--- config.mk ---
export PLATFORM = sky130hd
export DESIGN_NAME = clock_gate_ctrl
export DESIGN_NICKNAME = d
export VERILOG_FILES = /design/src/rtl/clock_gate_ctrl_pkg.sv /design/src/rtl/clock_gate_ctrl_rr_arbiter.sv /design/src/rtl/clock_gate_ctrl.sv
export SDC_FILE = /design/constraint.sdc
export NUM_CORES = 1
export LEC_CHECK = 0
export CAP_MARGIN = 0
export CORE_UTILIZATION = 30
export CTS_CLUSTER_DIAMETER = 50
export DETAILED_ROUTE_END_ITERATION = 10
export GPL_TIMING_DRIVEN = 0
export SLEW_MARGIN = 15
export SYNTH_ARGS = -nofsm -noshare
export SYNTH_HDL_FRONTEND = slang
export SYNTH_SLANG_ARGS = --single-unit
--- constraint.sdc ---
create_clock -name clock -period 4.9 [get_ports clock]
set_clock_uncertainty 0.2 [all_clocks]
set_input_delay 0.49 -clock clock [delete_from_list [all_inputs] [get_ports clock]]
set_output_delay 0.49 -clock clock [all_outputs]
set_load 0.05 [all_outputs]
--- src/rtl/clock_gate_ctrl_pkg.sv ---
// Shared types and sizing helpers for the compute-clock enable sequencer.
package clock_gate_ctrl_pkg;

   typedef enum logic [2:0] {
      IDLE  = 3'd0,
      RUN   = 3'd1,
      STOP  = 3'd2,
      GRANT = 3'd3,
      DONE  = 3'd4
   } state_e;

   localparam int DEF_NUM_REQ      = 4;
   localparam int DEF_CNT_W        = 32;
   localparam int DEF_DRAIN_CYCLES = 3;

   // Index width for a counter/pointer over n items, never narrower than one bit.
   function automatic int ptr_width(input int n);
      return (n > 1) ? $clog2(n) : 1;
   endfunction

   localparam int DEF_PTR_W = ptr_width(DEF_NUM_REQ);

endpackage

--- src/rtl/clock_gate_ctrl_rr_arbiter.sv ---
// Combinational round-robin pick: first asserted request at or above ptr, wrapping.
module rr_arbiter
   import clock_gate_ctrl_pkg::*;
#(
   parameter int NUM_REQ = DEF_NUM_REQ,
   parameter int PTR_W   = DEF_PTR_W
) (
   input  logic [NUM_REQ-1:0] req,
   input  logic [PTR_W-1:0]   ptr,
   output logic [NUM_REQ-1:0] grant,
   output logic [PTR_W-1:0]   next_ptr,
   output logic               any
);

   logic [PTR_W-1:0] idx_s;
   logic             found_s;

   // Rotating scan; the first hit wins and the pointer moves just past it.
   always_comb begin
      grant    = {NUM_REQ{1'b0}};
      next_ptr = ptr;
      found_s  = 1'b0;
      idx_s    = ptr;
      for (int i = 0; i < NUM_REQ; i++) begin
         idx_s = PTR_W'((int'(ptr) + i) % NUM_REQ);
         if (!found_s && req[idx_s]) begin
            found_s      = 1'b1;
            grant[idx_s] = 1'b1;
            next_ptr     = PTR_W'((int'(idx_s) + 1) % NUM_REQ);
         end else begin
            found_s = found_s;
         end
      end
      any = found_s;
   end

endmodule

--- src/rtl/clock_gate_ctrl.sv ---
// Clock-enable sequencer for the compute-clock gating buffer: budgeted runs,
// drained pause windows and round-robin ownership of each pause.
module clock_gate_ctrl
   import clock_gate_ctrl_pkg::*;
#(
   parameter int NUM_REQ      = DEF_NUM_REQ,
   parameter int CNT_W        = DEF_CNT_W,
   parameter int DRAIN_CYCLES = DEF_DRAIN_CYCLES
) (
   input  logic               clock,
   input  logic               reset_n,
   input  logic               start,
   input  logic [CNT_W-1:0]   budget,
   input  logic [NUM_REQ-1:0] pause_req,
   output logic [NUM_REQ-1:0] pause_ack,
   output logic               clock_enable,
   output logic               running,
   output logic               done,
   output logic [CNT_W-1:0]   cycle_count
);

   localparam int PTR_W   = ptr_width(NUM_REQ);
   localparam int DRAIN_W = ptr_width(DRAIN_CYCLES);
   localparam logic [DRAIN_W-1:0] DRAIN_LAST = DRAIN_W'(DRAIN_CYCLES - 1);

   state_e             state_r, state_s;
   logic [CNT_W-1:0]   budget_r, budget_s, count_s;
   logic [DRAIN_W-1:0] drain_r, drain_s;
   logic [PTR_W-1:0]   ptr_r, ptr_s, arb_next_s;
   logic [NUM_REQ-1:0] ack_s, arb_grant_s;
   logic               done_s, arb_any_s;

   rr_arbiter #(
      .NUM_REQ (NUM_REQ),
      .PTR_W   (PTR_W)
   ) u_arb (
      .req      (pause_req),
      .ptr      (ptr_r),
      .grant    (arb_grant_s),
      .next_ptr (arb_next_s),
      .any      (arb_any_s)
   );

   // Next-state and next-output decode.
   always_comb begin
      state_s  = state_r;
      budget_s = budget_r;
      count_s  = cycle_count;
      drain_s  = drain_r;
      ptr_s    = ptr_r;
      ack_s    = pause_ack;
      done_s   = done;
      case (state_r)
         IDLE, DONE: begin
            if (start) begin
               budget_s = budget;
               count_s  = {CNT_W{1'b0}};
               if (budget == {CNT_W{1'b0}}) begin
                  state_s = DONE;
                  done_s  = 1'b1;
               end else begin
                  state_s = RUN;
                  done_s  = 1'b0;
               end
            end else if ((state_r == DONE) && (|pause_req)) begin
               state_s = STOP;
            end else begin
               state_s = state_r;
            end
         end
         RUN: begin
            if (clock_enable) begin
               count_s = cycle_count + CNT_W'(1);
            end else begin
               count_s = cycle_count;
            end
            // Budget exhaustion and a pause request share one STOP.
            if (((cycle_count + CNT_W'(1)) == budget_r) || (|pause_req)) begin
               state_s = STOP;
            end else begin
               state_s = RUN;
            end
         end
         STOP: begin
            if (drain_r == DRAIN_LAST) begin
               drain_s = {DRAIN_W{1'b0}};
               if (|pause_req) begin
                  state_s = GRANT;
               end else if (cycle_count == budget_r) begin
                  state_s = DONE;
                  done_s  = 1'b1;
               end else begin
                  state_s = RUN;
               end
            end else begin
               drain_s = drain_r + DRAIN_W'(1);
            end
         end
         GRANT: begin
            // With no owner, this cycle arbitrates; it is also the one idle gap after a release.
            if (|pause_ack) begin
               if ((pause_req & pause_ack) == {NUM_REQ{1'b0}}) begin
                  ack_s = {NUM_REQ{1'b0}};
               end else begin
                  ack_s = pause_ack;
               end
            end else if (arb_any_s) begin
               ack_s = arb_grant_s;
               ptr_s = arb_next_s;
            end else if (cycle_count == budget_r) begin
               state_s = DONE;
               done_s  = 1'b1;
            end else begin
               state_s = RUN;
            end
         end
         default: begin
            state_s = IDLE;
            ack_s   = {NUM_REQ{1'b0}};
         end
      endcase
   end

   // State and registered outputs; reset forces the clock off and drops any grant at once.
   always_ff @(posedge clock or negedge reset_n) begin
      if (!reset_n) begin
         state_r      <= IDLE;
         budget_r     <= {CNT_W{1'b0}};
         cycle_count  <= {CNT_W{1'b0}};
         drain_r      <= {DRAIN_W{1'b0}};
         ptr_r        <= {PTR_W{1'b0}};
         pause_ack    <= {NUM_REQ{1'b0}};
         done         <= 1'b0;
         clock_enable <= 1'b0;
         running      <= 1'b0;
      end else begin
         state_r      <= state_s;
         budget_r     <= budget_s;
         cycle_count  <= count_s;
         drain_r      <= drain_s;
         ptr_r        <= ptr_s;
         pause_ack    <= ack_s;
         done         <= done_s;
         clock_enable <= (state_s == RUN);
         running      <= (state_s == RUN);
      end
   end

endmodule

==> flow_summary.toml, run 1 <==
[yosys]
synthDistinctLibCells = 57
syn_avg_cell_area_um2 = 8.319
netlist_area_um2 = 4975
yosysSeqAreaShare = 0.3873
synth_seq_cells = 77
ys.flop_type = "dfrtp_1"
ys_warn_count = 0
synth_edf_count = 0
syn_inst = 598
syn_nets = 646
async_flop_share = 1.000

[cells_and_area]
instances_no_fill = 908
layout_commonest_cell = "nand2_1"
fillCellCount = 1633
final_cell_mix = "129 x nand2_1, 77 x dfrtp_1, 75 x clkdlybuf4s50_1, 47 x xor2_1, 47 x nor2_1"
nNetsFinal = 735
syn2layout_area_growth_pct = 27.49
fin_area_um2 = 6342
layout-drive-gt1-share = 0.05202
diodes = 0

[clock_tree]
cts_buffers = 9
clkLatencyLatePin_ps = 340
cts.clk_slew.worst_paths_ps = 60
cts.htree.levels = 3
tritoncts = "yes"
post_cts_resized = 0
cts-root-buf = "clkbuf_16"
clockBufferDepth = 2
numClockSinks = 77

[power]
internal_power_mw = 1.721
leakage_nw = 2.666
clkPwrFrac = 0.229
switchingPower_mw = 1.235
p_total_mw = 2.957
p_seq_frac = 0.328
ir_drop_v = 0.0001790
swShare = 0.4178
pwr_density_cell_nw_per_um2 = 466.2
combPwrFrac = 0.443

[floorplanning]
initial_core_util = 0.3098
num_rows = 46
core_um2 = 16060
die_area_um2 = 17100
die-height_um = 130.8
ios = 78
die_x_um = 130.8

[critical_path]
crit_path_cell_trace = "ha_1 -> nand3_1 -> nor4b_4 -> nand2_1 -> nor4b_1 -> o2bb2ai_1 -> nor4_2 -> a31oi_1"
critPathArrivalTime_ps = 3140
ff2ff_setup_slack_ps = 1750
crit_fanout = 8
crit_type = "flop to flop"
startpoint_type = "flop"
cp_data_required_time_ps = 4880
critPathSlowestCell = "nor4b_4"
crit_path_end_kind = "flop"
slowest_delay_ps = 570

[route]
viasPerCell = 5.120
vias = 4649
ant_nets = 0
route.detailed.drc = 0
routed_wl_um = 14070
dr.pass1.iters = 5
drt_iter0_markers = 328
post_drt_wl_per_cell_um = 15.50

[sta]
slew_headroom = 0.4769
setup_viol = 0
slew_violations = 0
tns_ps = 0
tightest_slew_ps = 781.8
fin_ws_ps = 1746
period_needed_ps = 3154
grt_setup_unrepaired = "false"
timing.final.crit_share = 0.6438
final_hold_viol_count = 0
fmax_ghz = 0.3170

[global_route]
antenna_found_initial = 0
grt_pass1_vias = 4364
grt_overflow = 0
grt_max_degree = 47
grt_pass1_wl_um = 23070
track_usage = 0.1771

[min_path]
hold_path.class = "flop to flop"

[placed_design]
port_buffers = 76
dp_cells = 891
finalWeightedCongestion = 0.8451
dp_slack_ps = 1722
hpwl_um = 10680
place_area_um2 = 6031

[outcome]
status = "complete, no violations"

[flow_run]
cap_violations = 0
-- metrics by stage --
stage	utilization	hold slack, ps
2_1_floorplan	-	-5.591
3_3_place_gp	0.3740	281.9
3_5_place_dp	0.3756	273.1
4_1_cts	0.3950	299.0
5_1_grt	0.3950	309.6
6_report	0.3950	296.8
-- kinds of logic (layout without fill, tap and decap cells) --
logic type | after synthesis | in the layout | synth area share
adders and majority gates | 9 | 9 | 0.02264
xor gates and xnor gates | 65 | 65 | 0.1144
DFF | 77 | 77 | 0.3873
muxes | 6 | 6 | 0.02012
AOI/OAI and AO/OA | 95 | 95 | 0.1197
and+or+nand+nor | 303 | 303 | 0.3011
buffers and inverters | 43 | 137 | 0.03471
-- synthesized netlist by cell type (all sizes together) (7+ instances only) --
master	n	area, µm²
nand2	129	484.2
dfrtp	77	1927
nor2	47	176.4
xor2	47	411.6
o21ai	32	160.2
clkbuf	21	78.83
nand4	21	146.4
nor4	20	146.4
nand3	19	95.09
xnor2	18	157.7
a21oi	17	85.08
nor3	17	85.08
inv	13	48.80
nor2b	12	75.07
buf	9	45.05
ha	9	112.6
a22oi	7	52.55
and2	7	43.79
o22ai	7	43.79
or3	7	43.79
-- layout make-up --
class | count | area, µm² | area share
sequential | 77 | 1927 | 0.3038
clock buffer | 10 | 239.0 | 0.03768
tap | 216 | 270.3 | 0.04261
multi-input combinational | 478 | 2875 | 0.4533
inverter | 13 | 48.80 | 0.007694
clock inverter | 6 | 62.56 | 0.009864
buffer | 30 | 123.9 | 0.01953
timing repair buffer | 78 | 795.8 | 0.1255
-- path summary, 6_finish.rpt --
path | start | endpoint | depth (start not counted)
min in group asynchronous | reset_n | budget_r[17] | 2
worst min register to register | budget_r[11] | budget_r[11] | 2
worst min-delay path | budget_r[11] | budget_r[11] | 2
worst max register to register | cycle_count[1] | running | 8
worst max-delay path | cycle_count[1] | running | 8
max in group asynchronous | reset_n | cycle_count[27] | 3
-- metal layers --
| layer | wire, µm | track usage | up-vias |
|---|---|---|---|
| li1 | - | - | 2269 |
| met1 | 6441 | 0.2434 | 2253 |
| met2 | 6591 | 0.2823 | 115 |
| met3 | 819 | 0.03135 | 12 |
| met4 | 219 | 0.05612 | 0 |
| met5 | 0 | 0 | - |
-- power by group through the flow --
stage                     clock network (mW)  logic (mW)  registers, mW
after floorplan                            0       0.743           1.14
after global placement                     0        1.29          0.983
after detailed placement                   0        1.30          0.985
after CTS                              0.690        1.31          0.975
after global routing                   0.719        1.43           1.00
final                                  0.677        1.31          0.971
-- flip-flops by register name, summed over array words and instances (netlist names) --
signal       count
budget_r        32
cycle_count     32
done             1
drain_r          2
pause_ack        4
ptr_r            2
running          1
state_r          3
-- worst max-delay path, delay by kind of cell, from the launching register on --
kind                       cells  cell delay (ps)
and+or+nand+nor                5             1730
AOI/OAI and AO/OA              2              270
adders and majority gates      1              280
DFF                            1              500
-- repair_timing --
| item | 4_1_cts | 5_1_grt |
|---|---|---|
| hold endpoints to repair | 31 | 0 |
| buffers inserted | 0 | 0 |
| hold buffers | 1 | 0 |
Power figures use the tool's default switching activity.
==> run 2, diff against run 1 <==
- clock period: 4.9 -> 2.85 ns (I/O delays scaled with it)
==> run 2 against run 1 <==
Net effect: non-clock buffer count up 11; via count up 1.0%; sequential power up 78%; core utilization up 1.4 points; critical path type unchanged; wire length up 2.3%; final cell count up 1.2%; clock power up 92%; critical endpoint is now state_r[0]; maximum frequency up 15%; sequential cell count unchanged; clock-buffer cell count up 1.
==> flow_summary.toml, run 2 (same netlist as run 1, synthesis figures left out) <==
[outcome]
status = "complete, no violations"

[sta]
final.hold.worst_slack_ps = 188.4
final_hold_viol_count = 0
slew_headroom = 0.4886
tns_ps = 0
slew_violations = 0
setup_viol = 0
period_needed_ps = 2733
timing.final.crit_share = 0.9588
fmax_ghz = 0.3660
fin_ws_ps = 117.5
tightest_slew_ps = 764.3

[critical_path]
critPathArrivalTime_ps = 2760
crit_path_end_kind = "flop"
cp_num_buf_inv = 0
critPathTopFamily = "simple AND/OR/NAND/NOR gates"
crit_top_cell = "nor4_4"
crit_type = "flop to flop"
slowest_delay_ps = 630
startpoint_type = "flop"
crit_path_cell_trace = "nand4_1 -> or4_4 -> nor4_4 -> a21boi_2 -> o22ai_1 -> nor4_4 -> o211ai_1"
crit_fanout = 6
cp_data_required_time_ps = 2880
critPathSlowestCell = "or4_4"

[route]
dr.pass1.iters = 5
drt_iter0_markers = 306
viasPerCell = 5.111
post_drt_wl_per_cell_um = 15.67
routed_wl_um = 14400
route.detailed.drc = 0
ant_nets = 0
vias = 4697

[global_route]
grt_overflow = 0
grt-busiest-layer = "met2"
antenna_found_initial = 0
grt_pass1_wl_um = 22910
met2_usage = 0.2733
track_usage = 0.1771
grt_pass1_vias = 4410
grtUsageMet1 = 0.2472
use_met3 = 0.03542
grt_max_degree = 53

[floorplanning]
initial_core_util = 0.3098
die_area_um2 = 17100
num_rows = 46
ios = 78
core_um2 = 16060
die-height_um = 130.8
die_x_um = 130.8

[clock_tree]
clockBufferDepth = 2
tritoncts = "yes"
cts.htree.levels = 3
numClockSinks = 77
cts_buffers = 9
clkLatencyLatePin_ps = 350
cts-root-buf = "clkbuf_16"
cts.clk_slew.worst_paths_ps = 60

[min_path]
hold_path.class = "input pin to async pin"

[cells_and_area]
top_regs = "budget_r (32), cycle_count (32), pause_ack (4)"
layout_commonest_cell = "nand2_1"
fillCellCount = 1652
final_cell_mix = "129 x nand2_1, 75 x clkdlybuf4s50_1, 67 x dfrtp_1, 47 x xor2_1, 46 x nor2_1"
nNetsFinal = 746
instances_no_fill = 919
fin_area_um2 = 6575
diodes = 0
final_util = 0.4095
syn2layout_area_growth_pct = 32.17
layout-drive-gt1-share = 0.1053

[power]
clkPwrFrac = 0.245
swShare = 0.4100
internal_power_mw = 3.124
ir_drop_v = 0.0002907
p_total_mw = 5.296
leakage_nw = 2.768
pwr_density_cell_nw_per_um2 = 805.4
p_seq_frac = 0.327
combPwrFrac = 0.428
switchingPower_mw = 2.171

[placed_design]
hpwl_um = 10570
dp_slack_ps = -188.2
place_area_um2 = 6040
finalWeightedCongestion = 0.8491
dp_cells = 891
port_buffers = 76

[flow_run]
cap_violations = 0
## run 2: cell types whose count changed in the layout (fill, tap and decap cells not counted), moves of 4 or more
cell | previous run | this run
buf_4 | 2 | 23
dfrtp_1 | 77 | 67
dfrtp_2 | 0 | 10
clkbuf_1 | 21 | 15
buf_2 | 6 | 2
## run 2: repair_timing
item                                   CTS  global route
pin swaps                                3             5
resized for setup                        7            10
setup buffers                            3            18
setup endpoints to repair                8            22
hold buffers                             1             0
endpoints found under the hold margin   25             0
## run 2: power by group through the flow
stage | Combinational (mW) | Clock [mW] | Sequential, mW
final | 2.27 | 1.30 | 1.73
after global routing | 2.47 | 1.37 | 1.78
after CTS | 2.23 | 1.32 | 1.70
after detailed placement | 2.22 | 0 | 1.70
after global placement | 2.20 | 0 | 1.69
after floorplan | 1.28 | 0 | 1.97
## run 2: worst paths after layout
path                                 from              end  slack, ps  cells past startpoint
setup reg to reg           cycle_count[2]       state_r[0]        120                      7
setup / recovery           cycle_count[2]       state_r[0]        120                      7
hold / removal                    reset_n  cycle_count[17]        190                      2
max in group asynchronous         reset_n   cycle_count[1]       1670                      3
min in group clock           budget_r[10]     budget_r[10]        300                      2
hold reg to reg              budget_r[10]     budget_r[10]        300                      2
## run 2: cell type report
cell class,instances,area (µm²),area share
multi-input cells,478,2947,0.4481
clock inverters,5,82.58,0.01256
repair buffers,99,953.4,0.1450
clock buffers,11,252.7,0.03844
inverters,13,48.80,0.007421
plain buffers,20,81.33,0.01237
well taps,216,270.3,0.04110
flip-flops and latches,77,1939,0.2950
## run 2: per-layer routing
metal / up-vias / wire length [µm]
li1: 2290 / -
met1: 2254 / 6904
met2: 135 / 6558
met3: 18 / 707
met4: 0 / 228
met5: - / 0
==> run 3, diff against run 2 <==
- CAP_MARGIN: 0 -> not set
- CORE_ASPECT_RATIO: not set -> 0.9
- CTS_CLUSTER_SIZE: not set -> 12
==> run 3 against run 2 <==
Net effect: worst hold slack gained 67 ps; critical path type unchanged; final area shrank 1.4%; setup slack gained 24 ps; sequential share of layout area grew 0.38 points; critical path depth grew 1; final cell count shrank 1.7%; via count grew 0.51%; global-route usage shrank 0.31 points; critical endpoint is now ptr_r[1].
==> flow_summary.toml, run 3 (same netlist as run 1, synthesis figures left out) <==
[critical_path]
cp_data_required_time_ps = 2860
crit_fanout = 12
critPathArrivalTime_ps = 2720
regToRegEndpoint = "ptr_r[1]"
timing.rr.start = "ptr_r[0]"
ff2ff_setup_slack_ps = 140
startpoint_type = "flop"
r2r_cells = 8
crit_path_cell_trace = "inv_1 -> ha_1 -> mux4_2 -> nor2b_1 -> a22oi_1 -> o22ai_1 -> mux2_2 -> o21ai_0"
slowest_delay_ps = 500
crit_type = "flop to flop"
critPathSlowestCell = "dfrtp_2"
critPathTopFamily = "multiplexers"
cp_num_buf_inv = 1
crit_path_end_kind = "flop"

[global_route]
use_met3 = 0.05047
grtUsageMet1 = 0.2410
track_usage = 0.1739
grt_overflow = 0
grt_pass1_vias = 4191
antenna_found_initial = 0
grt-busiest-layer = "met2"
grt_pass1_wl_um = 22470
grt_max_degree = 42
met2_usage = 0.2644

[sta]
fmax_ghz = 0.3693
slew_violations = 0
timing.final.crit_share = 0.9502
tightest_slew_ps = 797.7
final_hold_viol_count = 0
final.hold.worst_slack_ps = 255.5
period_needed_ps = 2708
setup_viol = 0
grt_setup_unrepaired = "false"
tns_ps = 0
slew_headroom = 0.4633

[cells_and_area]
nNetsFinal = 739
top_regs = "budget_r (32), cycle_count (32), pause_ack (4)"
layout-drive-gt1-share = 0.09052
syn2layout_area_growth_pct = 30.38
layout_commonest_cell = "nand2_1"
final_cell_mix = "129 x nand2_1, 75 x clkdlybuf4s50_1, 68 x dfrtp_1, 47 x xor2_1, 46 x nor2_1"
diodes = 0

[clock_tree]
numClockSinks = 77
clkLatencyLatePin_ps = 350
cts-root-buf = "clkbuf_16"
cts_buffers = 9
tritoncts = "yes"
cts.htree.levels = 3
cts.clk_slew.worst_paths_ps = 60
clockBufferDepth = 2

[power]
combPwrFrac = 0.433
p_seq_frac = 0.335
p_total_mw = 5.156
leakage_nw = 2.753
swShare = 0.4132
internal_power_mw = 3.026
switchingPower_mw = 2.131
clkPwrFrac = 0.232
pwr_density_cell_nw_per_um2 = 795.0
ir_drop_v = 0.0003586

[placed_design]
finalWeightedCongestion = 0.8631
hpwl_um = 10640
port_buffers = 76

[route]
post_drt_wl_per_cell_um = 15.76
ant_nets = 0
dr.pass1.iters = 5
route.detailed.drc = 0
drt_iter0_markers = 305
routed_wl_um = 14230
viasPerCell = 5.228
vias = 4721

[floorplanning]
num_rows = 44
die_area_um2 = 17100
ios = 78
die-height_um = 124.2
initial_core_util = 0.3074
die_x_um = 137.7
core_um2 = 16190

[min_path]
hold_path.class = "input pin to async pin"

[outcome]
status = "complete, no violations"

[flow_run]
cap_violations = 0
## run 3: what timing repair did
action                     CTS  global route
gates cloned                 0             0
pin swaps                    4             3
hold endpoints to repair    36             0
hold buffers                 1             0
resized for setup           10             5
setup endpoints to repair    9            22
setup buffers                7             8
## run 3: through the flow
stage / util / setup WS [ps] / std cells / area [µm²]
final: 0.4007 / 141.8 / 903 / 6486
after global routing: 0.4007 / 0.4030 / 903 / 6486
after CTS: 0.3973 / 1.337 / 902 / 6430
after detailed placement: 0.3720 / -198.1 / 882 / 6021
after global placement: 0.3709 / -1752 / 881 / 6003
after floorplan: - / 10.62 / 598 / 4984
## run 3: final cells by class
type                            instances  area [µm²]
Clock buffer                           13       270.3
Fill cell                            1674        9699
Sequential cell                        77        1938
Multi-Input combinational cell        478        2947
Buffer                                 19       80.08
Timing Repair Buffer                   93       900.9
Clock inverter                          3       42.54
Tap cell                              207       259.0
Inverter                               13       48.80
## run 3: worst max-delay path by stage
stage                   startpoint        endpoint  slack [ps]  cells past startpoint
floorplan           cycle_count[9]      state_r[0]          10                      8
global placement           reset_n  cycle_count[1]       -1750                      1
detailed placement        ptr_r[0]        ptr_r[1]        -200                      8
CTS                 cycle_count[2]         running           1                      9
global route        cycle_count[1]         running         0.4                      8
finish                    ptr_r[0]        ptr_r[1]         140                      8
## run 3: power by group through the flow
stage / logic [mW] / clock network (mW) / registers, mW
2_1_floorplan: 1.28 / 0 / 1.97
3_3_place_gp: 2.22 / 0 / 1.69
3_5_place_dp: 2.24 / 0 / 1.69
4_1_cts: 2.22 / 1.23 / 1.71
5_1_grt: 2.43 / 1.27 / 1.77
6_report: 2.23 / 1.20 / 1.73
## run 3: per-layer routing
metal / vias up / routed length (µm)
met5: - / 0
met4: 0 / 170
met3: 13 / 906
met2: 138 / 6471
met1: 2280 / 6685
li1: 2290 / -
